<file path="src/rtl/id_ex_skid_reg.sv">
// ID->EX pipeline register with valid/ready handshake and a 2-entry skid buffer.
// Optional EX back-pressure counter enabled by defining STALL_CNT_EN.
module id_ex_skid_reg #(
    parameter int sizeVal = 32,
    parameter int sizeAd  = 5,
    parameter int CTRL_W  = 9
) (
    input  logic               clk,
    input  logic               rst,
    input  logic               Flush,

    input  logic               ValidD,
    output logic               ReadyD,
    input  logic [CTRL_W-1:0]  CtrlD,
    input  logic [sizeVal-1:0] RFRD1D,
    input  logic [sizeVal-1:0] RFRD2D,
    input  logic [sizeAd-1:0]  RsD,
    input  logic [sizeAd-1:0]  RtD,
    input  logic [sizeAd-1:0]  RdD,
    input  logic [sizeVal-1:0] SImmD,

    output logic               ValidE,
    input  logic               ReadyE,
    output logic [CTRL_W-1:0]  CtrlE,
    output logic [sizeVal-1:0] RFRD1E,
    output logic [sizeVal-1:0] RFRD2E,
    output logic [sizeVal-1:0] SImmE,
    output logic [sizeAd-1:0]  RsE,
    output logic [sizeAd-1:0]  RtE,
    output logic [sizeAd-1:0]  RdE,
    output logic [31:0]        StallCnt
);

    typedef struct packed {
        logic [CTRL_W-1:0]  ctrl;
        logic [sizeVal-1:0] rd1;
        logic [sizeVal-1:0] rd2;
        logic [sizeVal-1:0] simm;
        logic [sizeAd-1:0]  rs;
        logic [sizeAd-1:0]  rt;
        logic [sizeAd-1:0]  rd;
    } entry_t;

    // Encoding is {main_valid, skid_valid}; 2'b01 is unreachable.
    typedef enum logic [1:0] {
        EMPTY = 2'b00,
        ONE   = 2'b10,
        FULL  = 2'b11
    } state_t;

    state_t state_q;
    state_t state_d;

    entry_t main_q;
    entry_t skid_q;
    entry_t d_entry;

    logic main_valid;
    logic skid_valid;
    logic xfer_in;
    logic xfer_out;
    logic load_main;
    logic load_skid;
    logic main_from_skid;

    assign main_valid = state_q[1];
    assign skid_valid = state_q[0];

    // ReadyD depends only on registered state and rst, never on ReadyE.
    assign ReadyD   = ~skid_valid & ~rst;
    assign xfer_in  = ValidD & ReadyD;
    assign xfer_out = main_valid & ReadyE;

    assign d_entry = '{
        ctrl: CtrlD,
        rd1:  RFRD1D,
        rd2:  RFRD2D,
        simm: SImmD,
        rs:   RsD,
        rt:   RtD,
        rd:   RdD
    };

    // NOTE: every output of this block gets a default first, so no path leaves a
    // signal unassigned and no latch is inferred.
    always_comb begin
        state_d        = state_q;
        load_main      = 1'b0;
        load_skid      = 1'b0;
        main_from_skid = 1'b0;

        unique case (state_q)
            EMPTY: begin
                if (xfer_in) begin
                    state_d   = ONE;
                    load_main = 1'b1;
                end
            end
            ONE: begin
                if (xfer_in && xfer_out) begin
                    load_main = 1'b1;
                end else if (xfer_in) begin
                    state_d   = FULL;
                    load_skid = 1'b1;
                end else if (xfer_out) begin
                    state_d = EMPTY;
                end
            end
            FULL: begin
                if (xfer_out) begin
                    state_d        = ONE;
                    main_from_skid = 1'b1;
                end
            end
            default: begin
                state_d = EMPTY;
            end
        endcase

        // Flush kills held entries and drops any same-cycle input.
        if (Flush) begin
            state_d        = EMPTY;
            load_main      = 1'b0;
            load_skid      = 1'b0;
            main_from_skid = 1'b0;
        end
    end

    // NOTE: sequential state uses non-blocking assignments so all registers
    // update together from pre-edge values.
    always_ff @(posedge clk) begin
        if (rst) begin
            state_q <= EMPTY;
        end else begin
            state_q <= state_d;
        end
    end

    // NOTE: the entry registers are explicitly cleared on reset so every *E
    // output reads 0 after reset, not just ValidE.
    always_ff @(posedge clk) begin
        if (rst) begin
            main_q <= '0;
            skid_q <= '0;
        end else begin
            if (load_main) begin
                main_q <= d_entry;
            end else if (main_from_skid) begin
                main_q <= skid_q;
            end
            if (load_skid) begin
                skid_q <= d_entry;
            end
        end
    end

    // Only control is gated; data/addresses keep their last value when idle.
    assign ValidE = main_valid;
    assign CtrlE  = main_valid ? main_q.ctrl : '0;
    assign RFRD1E = main_q.rd1;
    assign RFRD2E = main_q.rd2;
    assign SImmE  = main_q.simm;
    assign RsE    = main_q.rs;
    assign RtE    = main_q.rt;
    assign RdE    = main_q.rd;

`ifdef STALL_CNT_EN
    logic [31:0] stall_q;

    // Saturating; Flush suppresses counting but never clears the total.
    always_ff @(posedge clk) begin
        if (rst) begin
            stall_q <= '0;
        end else if (main_valid && !ReadyE && !Flush && (stall_q != 32'hFFFF_FFFF)) begin
            stall_q <= stall_q + 32'd1;
        end
    end

    assign StallCnt = stall_q;
`else
    assign StallCnt = 32'd0;
`endif

endmodule

</file>
<file path="config.mk">
export PLATFORM = sky130hd
export DESIGN_NAME = id_ex_skid_reg
export DESIGN_NICKNAME = d
export VERILOG_FILES = /design/src/rtl/id_ex_skid_reg.sv
export SDC_FILE = /design/constraint.sdc
export NUM_CORES = 1
export LEC_CHECK = 0
export ABC_AREA = 1
export ABC_CLOCK_PERIOD_IN_PS = 2400
export BUFFER_PORTS_ARGS = -buffer_cell sky130_fd_sc_hd__buf_4
export CAP_MARGIN = 20
export CORE_UTILIZATION = 50
export DETAILED_ROUTE_END_ITERATION = 8
export GPL_TIMING_DRIVEN = 0
export HOLD_SLACK_MARGIN = 0.05
export PLACE_DENSITY_LB_ADDON = 0.2
export SYNTH_ARGS = -nofsm -noshare
export SYNTH_HDL_FRONTEND = slang
export SYNTH_SLANG_ARGS = --single-unit
</file>
<file path="constraint.sdc">
create_clock -name clk -period 2.4 [get_ports clk]
set_input_delay 0.36 -clock clk [delete_from_list [all_inputs] [get_ports clk]]
set_output_delay 0.36 -clock clk [all_outputs]
set_load 0.02 [all_outputs]
</file>
==> reports/metrics.cfg, run 1 <==
[logic_synthesis]
synth_common_cells = nand2_1, dfxtp_1, nand3_1
synth.distinct_cells = 21
avgSynthCellArea_um2 = 7.122
ys_top_cells_by_area = dfxtp_1, nand2_1, buf_4
yosys.area.top_type = dfxtp_1
syn-cell-area_mm2 = 0.01186
syn_inst = 1665
async_flop_share_pct = 0
synth.most_common_cell = nand2_1
synthFlopType = dfxtp_1
ys_ff_latch = 242
synth_top_area_share_pct = 40.85
synth_edf_count = 0
yosysWarnings = 0
ys_seq_area_share_pct = 40.85

[placed_design]
placed_cells = 2254
gp_congestion = 0.8767
hpwl_um = 23700
portBuffers = 245

[timing]
hold_violations = 0
setup-tns-final_ps = 0
finalSetupViolations = 0
clock_skew_ps = 8.090
tightest_slew_ps = 1037
drv_slew = 0
period_share_pct = 92.26
fmax_mhz = 451.6
rsz0062_at_grt = no
max_slew_margin_pct = 30.90
finalCriticalPeriod_ps = 2214

[finish]
instances_no_fill = 2305
fin_util_pct = 65.90
nets = 2099
area_delta_synth_final_pct = 27.34
drive_above_1_share_pct = 26.07

[pwr]
p_leak_nw = 6.679
ir_worst_vdd_mv = 0.5314
total_power_mw = 9.318
power_density_mw_per_mm2 = 617.1

[global_routing]
busiest_layer = met2
grt_usage_pct = 26.54
antenna_found_initial = 1
grt_use_met1_pct = 35.68
grtUsageMet2_pct = 43.09
grt_overflow = 0
grt.met3_usage_pct = 4.667
grt_max_degree = 14
grt_pass1_vias = 10690
grt_pass1_wl_um = 52330

[critical_path]
worstSetupPathType = reg2reg
cpMaxStageDelayCell = dfxtp_1
critPathMaxFanout = 10
critPathRequiredTime_ps = 2860
start_kind = register
max_stage_delay_ps = 420
critPathArrivalTime_ps = 2670
path_common_cell = inv_1
path_cells = clkbuf_4, inv_1, ha_1, nand3_2, buf_4, clkbuf_1, nand4_1, nand2_1, inv_1, a21oi_1
endpoint_kind = register

[drt]
first_pass_iters = 5
drc = 0
vias_per_cell = 5.169
route.vias.total = 11920
drt_wl_total_um = 33020
drtAntennaViolNets = 0
post_drt_wl_per_cell_um = 14.32
drt_iter0_markers = 808

[cts]
tritoncts = yes
hold_buffers = 0
cts_sinks = 242
htreeDepth = 1
insertion_delay_ps = 530
clk_pin_slew_ps = 60
post_cts.repair.setup_buffers = 0
cts-root-buf = clkbuf_16
cts-buffers-inserted = 27
cts_max_path_buffers = 3

[floorplanning]
rows = 55
fp.coreArea_mm2 = 0.02292
die_area_mm2 = 0.02434
die_w_um = 156.0
die_y_um = 156.0
num_io_pins = 279
initial_core_util_pct = 51.75

[min_path]
hp-class = in2reg

[status]
outcome = finished clean

[flow_run]
cap_viol_max_count = 0

## cells by family after synthesis
kind of cell             after synthesis  share of synthesized area, %
AO/OA/AOI/OAI                        242                         10.21
adder cells (fa/ha/maj)                4                        0.4220
buffers and inverters                425                         19.21
flip-flops                           242                         40.85
other                                  1                       0.03162
AND/OR/NAND/NOR                      751                         29.27
## layer usage
metal | share of wire [%] | up-vias
met1 | 43 | 5457
li1 | - | 5948
met2 | 46 | 447
met4 | 2.7 | 0
met5 | 0 | -
met3 | 7.6 | 63
## area by class of cell
cell class | count | area (µm²)
antenna | 1 | 2.502
fill | 2048 | 7815
tap | 313 | 391.6
timing repair buffer | 245 | 1839
sequential | 242 | 4845
clock buffer | 41 | 798.3
inverter | 137 | 514.2
multi-input combinational | 1029 | 4852
buffer | 288 | 1784
clock inverter | 9 | 73.82
## where the power goes
part	total (mW)	switching, mW	internal [mW]
clock network	4.03	1.64	2.39
logic	1.13	0.643	0.484
registers	4.16	0.0504	4.11
total	9.32	2.33	6.98
## what timing repair did
action                                  in CTS  in global routing
gates resized for setup                      2                 15
pin swaps                                    0                  0
endpoints found under the setup margin     100                 97
## registers in the layout, indices dropped and copies added, names as in the netlist
| register | flops |
|---|---|
| RFRD1E | 32 |
| RFRD2E | 32 |
| RdE | 5 |
| RsE | 5 |
| RtE | 5 |
| SImmE | 32 |
| main_q | 9 |
| skid_q | 120 |
| state_q | 2 |
## final timing paths
check,depth (start not counted),start,end,slack [ps]
hold / removal,3,RFRD1D[11],skid_q[90],90
hold reg to reg,2,skid_q[64],skid_q[64],460
setup reg to reg,10,state_q[1],RFRD2E[25],190
setup / recovery,10,state_q[1],RFRD2E[25],190
## cells in the final DEF (no fill, tap or decap), types with 32 or more instances in the layout
| cell type | instances |
|---|---|
| nand3_1 | 242 |
| clkbuf_1 | 60 |
| dfxtp_1 | 242 |
| nand4_1 | 121 |
| inv_1 | 134 |
| conb_1 | 32 |
| a21oi_1 | 241 |
| buf_2 | 52 |
| nand2_1 | 377 |
| buf_4 | 407 |
## per-stage QoR
stage	hold slack, ps	instance area [µm²]	setup slack [ps]
after floorplan	445.1	11980	399.9
after global placement	452.7	14210	-201.4
after detailed placement	455.9	14210	-259.8
after CTS	69.47	15080	66.57
after global routing	77.58	15100	1.754
final	87.04	15100	185.8
## critical path, delay by kind of cell, from the launching register on
family                     cells  cell delay [ps]
and+or+nand+nor                3              370
AOI/OAI and AO/OA              1              100
DFF                            1              420
buffers and inverters          5             1010
adders and majority gates      1              230
Note: power is estimated with default switching activity, not from simulation.
==> run 2, diff against run 1 <==
--- a/config.mk
+++ b/config.mk
@@ -14,6 +14,7 @@
 export GPL_TIMING_DRIVEN = 0
 export HOLD_SLACK_MARGIN = 0.05
 export PLACE_DENSITY_LB_ADDON = 0.2
+export REMOVE_ABC_BUFFERS = 1
 export SYNTH_ARGS = -nofsm -noshare
 export SYNTH_HDL_FRONTEND = slang
 export SYNTH_SLANG_ARGS = --single-unit
==> run 2 against run 1 <==
Via count fell by 3.8%; utilization decreased by 5.0 points; clock-buffer cell count shrank 3; hold slack improved by 2.7 ps; sequential share of layout area is 2.7 points higher; cell count shrank 11%; setup slack worse by 80 ps; combinational power is 6% lower; total power down 1.8%; clock power fell by 2%; critical path type unchanged.
==> reports/metrics.cfg, run 2 (synthesized netlist as in run 1, its figures left out) <==
[placed_design]
hpwl_um = 17920
gp_congestion = 0.7621
portBuffers = 246
pre_cts_slack_ps = -1783

[timing]
hold_violations = 0
rsz0062_at_grt = no
finalCriticalPeriod_ps = 2294
period_share_pct = 95.58
drv_slew = 0
clock_skew_ps = 7.318
setup-tns-final_ps = 0
max_slew_margin_pct = 54.15
timing.final.ws_setup_ps = 106.2
fmax_mhz = 436.0
finalSetupViolations = 0
tightest_slew_ps = 687.8

[global_routing]
grt_usage_pct = 29.31
grt_overflow = 0
grt_pass1_vias = 10310
grt_pass1_wl_um = 56660
antenna_found_initial = 0
grt_max_degree = 148

[cts]
cts_max_path_buffers = 3
cts-buffers-inserted = 27
clk_pin_slew_ps = 60
insertion_delay_ps = 530
cts_sinks = 242
tritoncts = yes
htreeDepth = 1
cts-root-buf = clkbuf_16

[pwr]
combPwrFrac_pct = 11.5
clockPowerShare_pct = 42.9
p_leak_nw = 5.746
p_int_mw = 6.754
power_density_mw_per_mm2 = 656.1
switching_share_pct = 26.21
pwr-share-seq_pct = 45.5
netSwitchingPower_mw = 2.399
ir_worst_vdd_mv = 0.5410

[critical_path]
path_buf_inv = 4
endpoint_kind = register
cpMaxStageDelayCell = dfxtp_4
max_stage_delay_ps = 410
r2r_slack_ps = 110
start_kind = register
critPathMaxFanout = 120
worstSetupPathType = reg2reg
cp_top_family = buffers and inverters
critPathRequiredTime_ps = 2840
critPathArrivalTime_ps = 2740
path_cells = nand2_4, clkinvlp_4, buf_4, nor2_4, nand3_4, buf_16, clkinv_16, nand2_1, a21oi_1

[drt]
route.vias.total = 11460
drtAntennaViolNets = 0
drc = 0
first_pass_iters = 7
post_drt_wl_per_cell_um = 18.26
drt_wl_total_um = 37330
vias_per_cell = 5.606
drt_iter0_markers = 895

[min_path]
hp-class = in2reg

[finish]
layout_common_cells = nand2_1, buf_4, nand3_1, a21oi_1, dfxtp_1
largest_reg_flops = 120
largest-register = skid_q
n_antenna_cell = 0
area_delta_synth_final_pct = 17.63
drive_above_1_share_pct = 19.30
mostFrequentLayoutCell = nand2_1
nets = 1845

[status]
outcome = finished clean

[floorplanning]
die_w_um = 156.0
num_io_pins = 279
die_area_mm2 = 0.02434
die_y_um = 156.0
fp.coreArea_mm2 = 0.02292
initial_core_util_pct = 51.75
rows = 55

[flow_run]
cap_viol_max_count = 0

==> run 2: cell count changes in the layout (fill, tap and decap cells not counted), sizes merged <==
cell	previous run	this run
clkinvlp	0	1
nand4	122	124
nand2	378	383
nand3	243	247
clkinv	7	6
diode	1	0
nor2	7	8
buf	472	266
inv	138	135
clkbuf	102	39
==> run 2: final cells by class <==
cell class,count,area [µm²]
Clock inverter,6,55.05
Multi-Input combinational cell,1041,5100
Tap cell,313,391.6
Timing Repair Buffer,267,2240
Clock buffer,38,757.0
Inverter,137,556.8
Fill cell,2130,8966
Sequential cell,242,4850
==> run 2: power by group through the flow <==
stage               clock [mW]  combinational [mW]  sequential, mW
finish                    3.93                1.06            4.17
global route              4.12                1.13            4.18
CTS                       3.96                1.04            4.17
detailed placement           0               0.944            4.25
global placement             0               0.909            4.25
floorplan                    0               0.343            4.33
==> run 2: what timing repair did <==
item	in CTS	in global routing
setup buffers	7	1
gates cloned	13	1
gates resized for setup	16	9
hold buffers	0	0
pin swaps	6	1
endpoints found under the setup margin	242	217
==> run 2: per-stage QoR <==
| stage | cells | area [µm²] | util [%] | total power [mW] | hold WS, ps |
|---|---|---|---|---|---|
| 2_1_floorplan | 1408 | 10210 | - | 4.669 | 429.1 |
| 3_3_place_gp | 1967 | 12450 | 54.33 | 5.160 | 452.0 |
| 3_5_place_dp | 1979 | 12810 | 55.92 | 5.198 | 455.7 |
| 4_1_cts | 2042 | 13880 | 60.55 | 9.160 | 82.04 |
| 5_1_grt | 2044 | 13950 | 60.87 | 9.426 | 91.56 |
| 6_report | 2044 | 13950 | 60.87 | 9.153 | 89.72 |
==> run 2: layer usage <==
layer,routed length [µm],track usage (%),share of wire [%],vias to the layer above
met5,0,0,0,-
met4,900,7.750,2.4,0
met3,3875,7.222,10,67
met2,17570,47.53,47,557
met1,14980,38.70,40,5375
li1,-,-,-,5459
==> run 2: final timing paths <==
kind / startpoint / endpoint / cells past startpoint
min reg2reg: skid_q[16] / skid_q[16] / 2
min: RFRD1D[25] / skid_q[104] / 3
max: state_q[1] / skid_q[36] / 9
max reg2reg: state_q[1] / skid_q[36] / 9
==> run 2: worst min-delay path: cells and delay by family <==
kind                   cells  cell delay, ps
and+or+nand+nor            1              50
AOI/OAI and AO/OA          1              50
buffers and inverters      1             110
==> run 3, diff against run 2 <==
--- a/config.mk
+++ b/config.mk
@@ -5,7 +5,6 @@
 export SDC_FILE = /design/constraint.sdc
 export NUM_CORES = 1
 export LEC_CHECK = 0
-export ABC_AREA = 1
 export ABC_CLOCK_PERIOD_IN_PS = 2400
 export BUFFER_PORTS_ARGS = -buffer_cell sky130_fd_sc_hd__buf_4
 export CAP_MARGIN = 20
==> run 3 against run 2 <==
Combinational power about the same; synthesized area down 3.2%; maximum frequency up 0.38%; total power up 5.7%; global-route usage down 6.0 points; utilization up 1.3 points; cell area up 0.54%; largest cell class is now registers; highest routed layer unchanged.
==> reports/metrics.cfg, run 3 <==
[critical_path]
r2r_slack_ps = 120
endpoint_kind = register
critPathArrivalTime_ps = 2680
cp-startpoint = rst
reg2reg_from = state_q[1]
critPathRequiredTime_ps = 2800
critPathMaxFanout = 97
reg2reg_depth = 9
start_kind = input port
worstSetupPathType = in2reg

[floorplanning]
die_w_um = 153.5
initial_core_util_pct = 50.84
die_y_um = 153.5
num_io_pins = 279
rows = 55
fp.coreArea_mm2 = 0.02257
die_area_mm2 = 0.02356

[logic_synthesis]
synth-simple-area-share_pct = 18.44
ys_top_cells_by_area = dfxtp_1, o221ai_2, nand2_1
synth_edf_count = 0
ys_seq_area_share_pct = 42.22
yosys.area.top_type = dfxtp_1
async_flop_share_pct = 0
synth_common_cells = nand2_1, dfxtp_1, buf_4
ys_ff_latch = 242
synth_fa_ha_area_share_pct = 0.4362
synth_top_area_share_pct = 42.22
synth-compound-area-share_pct = 20.27
synthFlopType = dfxtp_1
synth.distinct_cells = 30
yosysWarnings = 0
synth_top_family_by_area = compound AO/OA/AOI/OAI gates
synth.most_common_cell = nand2_1
synth_mux_area_share_pct = 0.2617
syn_inst = 1372
syn-cell-area_mm2 = 0.01147
synth_xor_area_share_pct = 0
avgSynthCellArea_um2 = 8.364

[finish]
mostFrequentLayoutCell = nand2_1
largest-register = skid_q
regArea_mm2 = 0.004850
fin_util_pct = 62.13
drive_above_1_share_pct = 29.66
area_delta_synth_final_pct = 22.22
nets = 1599
largest_reg_flops = 120
layout_common_cells = nand2_1, buf_4, dfxtp_1, a21oi_1
fill_cells = 1939
instances_no_fill = 1775
multi_input_area_mm2 = 0.004687
n_antenna_cell = 0

[global_routing]
grt_overflow = 0
grt_max_degree = 97
grt_usage_pct = 23.27
grt_pass1_vias = 9041
grt_pass1_wl_um = 44970
antenna_found_initial = 0

[cts]
htreeDepth = 1
cts-root-buf = clkbuf_16
cts_max_path_buffers = 3
tritoncts = yes
cts-buffers-inserted = 27
clk_pin_slew_ps = 60
cts_sinks = 242
insertion_delay_ps = 540

[placed_design]
gp_congestion = 0.7495
pre_cts_slack_ps = -790.5
portBuffers = 246
hpwl_um = 17350
placed_cells = 1715

[drt]
drc = 0
drt_wl_total_um = 27980
route.vias.total = 9245
drt_iter0_markers = 432
first_pass_iters = 4
vias_per_cell = 5.208
post_drt_wl_per_cell_um = 15.77
drtAntennaViolNets = 0

[timing]
fmax_mhz = 437.6
timing.final.ws_setup_ps = 114.8
finalSetupViolations = 0
period_share_pct = 95.22
max_slew_margin_pct = 51.75
finalCriticalPeriod_ps = 2285
clock_skew_ps = 18.58
tightest_slew_ps = 723.8
hold_violations = 0
drv_slew = 0

[pwr]
p_leak_nw = 5.196
power_density_mw_per_mm2 = 689.9
ir_worst_vdd_mv = 0.5892

[min_path]
min_from = RFRD2D[15]
worstHoldPathCells = 3
hp-class = in2reg

[status]
outcome = finished clean

[flow_run]
cap_viol_max_count = 0

==> run 3: through the flow <==
stage          hold WS [ps]  power, mW  TNS (ps)  area, µm²
2_1_floorplan         429.1      4.687   -908450       9948
3_3_place_gp          441.5      5.119  -1628970      12150
3_5_place_dp          446.5      5.216    -84830      12830
4_1_cts               50.81      9.767         0      13980
5_1_grt               62.80      10.00    -4.825      14020
6_report              76.28      9.676         0      14020
==> run 3: what timing repair did <==
action	4_1_cts	5_1_grt
gates cloned	4	3
pin swaps	3	2
endpoints found under the setup margin	100	78
buffers inserted	4	0
hold buffers	1	0
gates resized for setup	6	2
endpoints found under the hold margin	1	0
==> run 3: final timing paths <==
check | endpoint
worst max-delay path | RFRD1E[29]
worst min-delay path | skid_q[62]
worst max register to register | RFRD1E[29]
worst min register to register | skid_q[61]
==> run 3: layout make-up <==
class                   instances  area share [%]
multi-input cells             792           33.42
inverters                     123           3.292
clock inverters                13           1.597
well taps                     285           2.543
repair buffers                284           19.23
clock buffers                  36           5.344
flip-flops and latches        242           34.58
==> run 3: kinds of logic (layout without fill, tap and decap cells) <==
| logic type | count (synthesis) | after routing |
|---|---|---|
| compound gates | 245 | 245 |
| other cells | 1 | 32 |
| fa+ha+maj | 4 | 4 |
| flops | 242 | 242 |
| buf+inv | 371 | 456 |
| mux | 3 | 3 |
| simple gates | 506 | 508 |
==> run 3: report_power, final <==
| group | switching (mW) | internal (mW) |
|---|---|---|
| clock | 1.66 | 2.83 |
| combinational | 0.600 | 0.446 |
| sequential | 0.0406 | 4.10 |
==> run 3: worst max-delay path, cell delays in order <==
cell,delay (ps)
buf_6,170
buf_16,270
nor3b_4,360
a21oi_1,160
o31ai_4,280
buf_8,230
buf_8,210
buf_8,200
buf_8,210
o221ai_1,120
==> run 3: per-layer routing <==
| metal | vias to the layer above | wire length [µm] | share of wire, % | track usage [%] |
|---|---|---|---|---|
| met5 | - | 0 | 0 | 0 |
| met4 | 0 | 741 | 2.6 | 7.095 |
| met3 | 51 | 2017 | 7.2 | 5.778 |
| met2 | 265 | 13690 | 49 | 42.49 |
| met1 | 4346 | 11540 | 41 | 26.56 |
| li1 | 4583 | - | - | - |
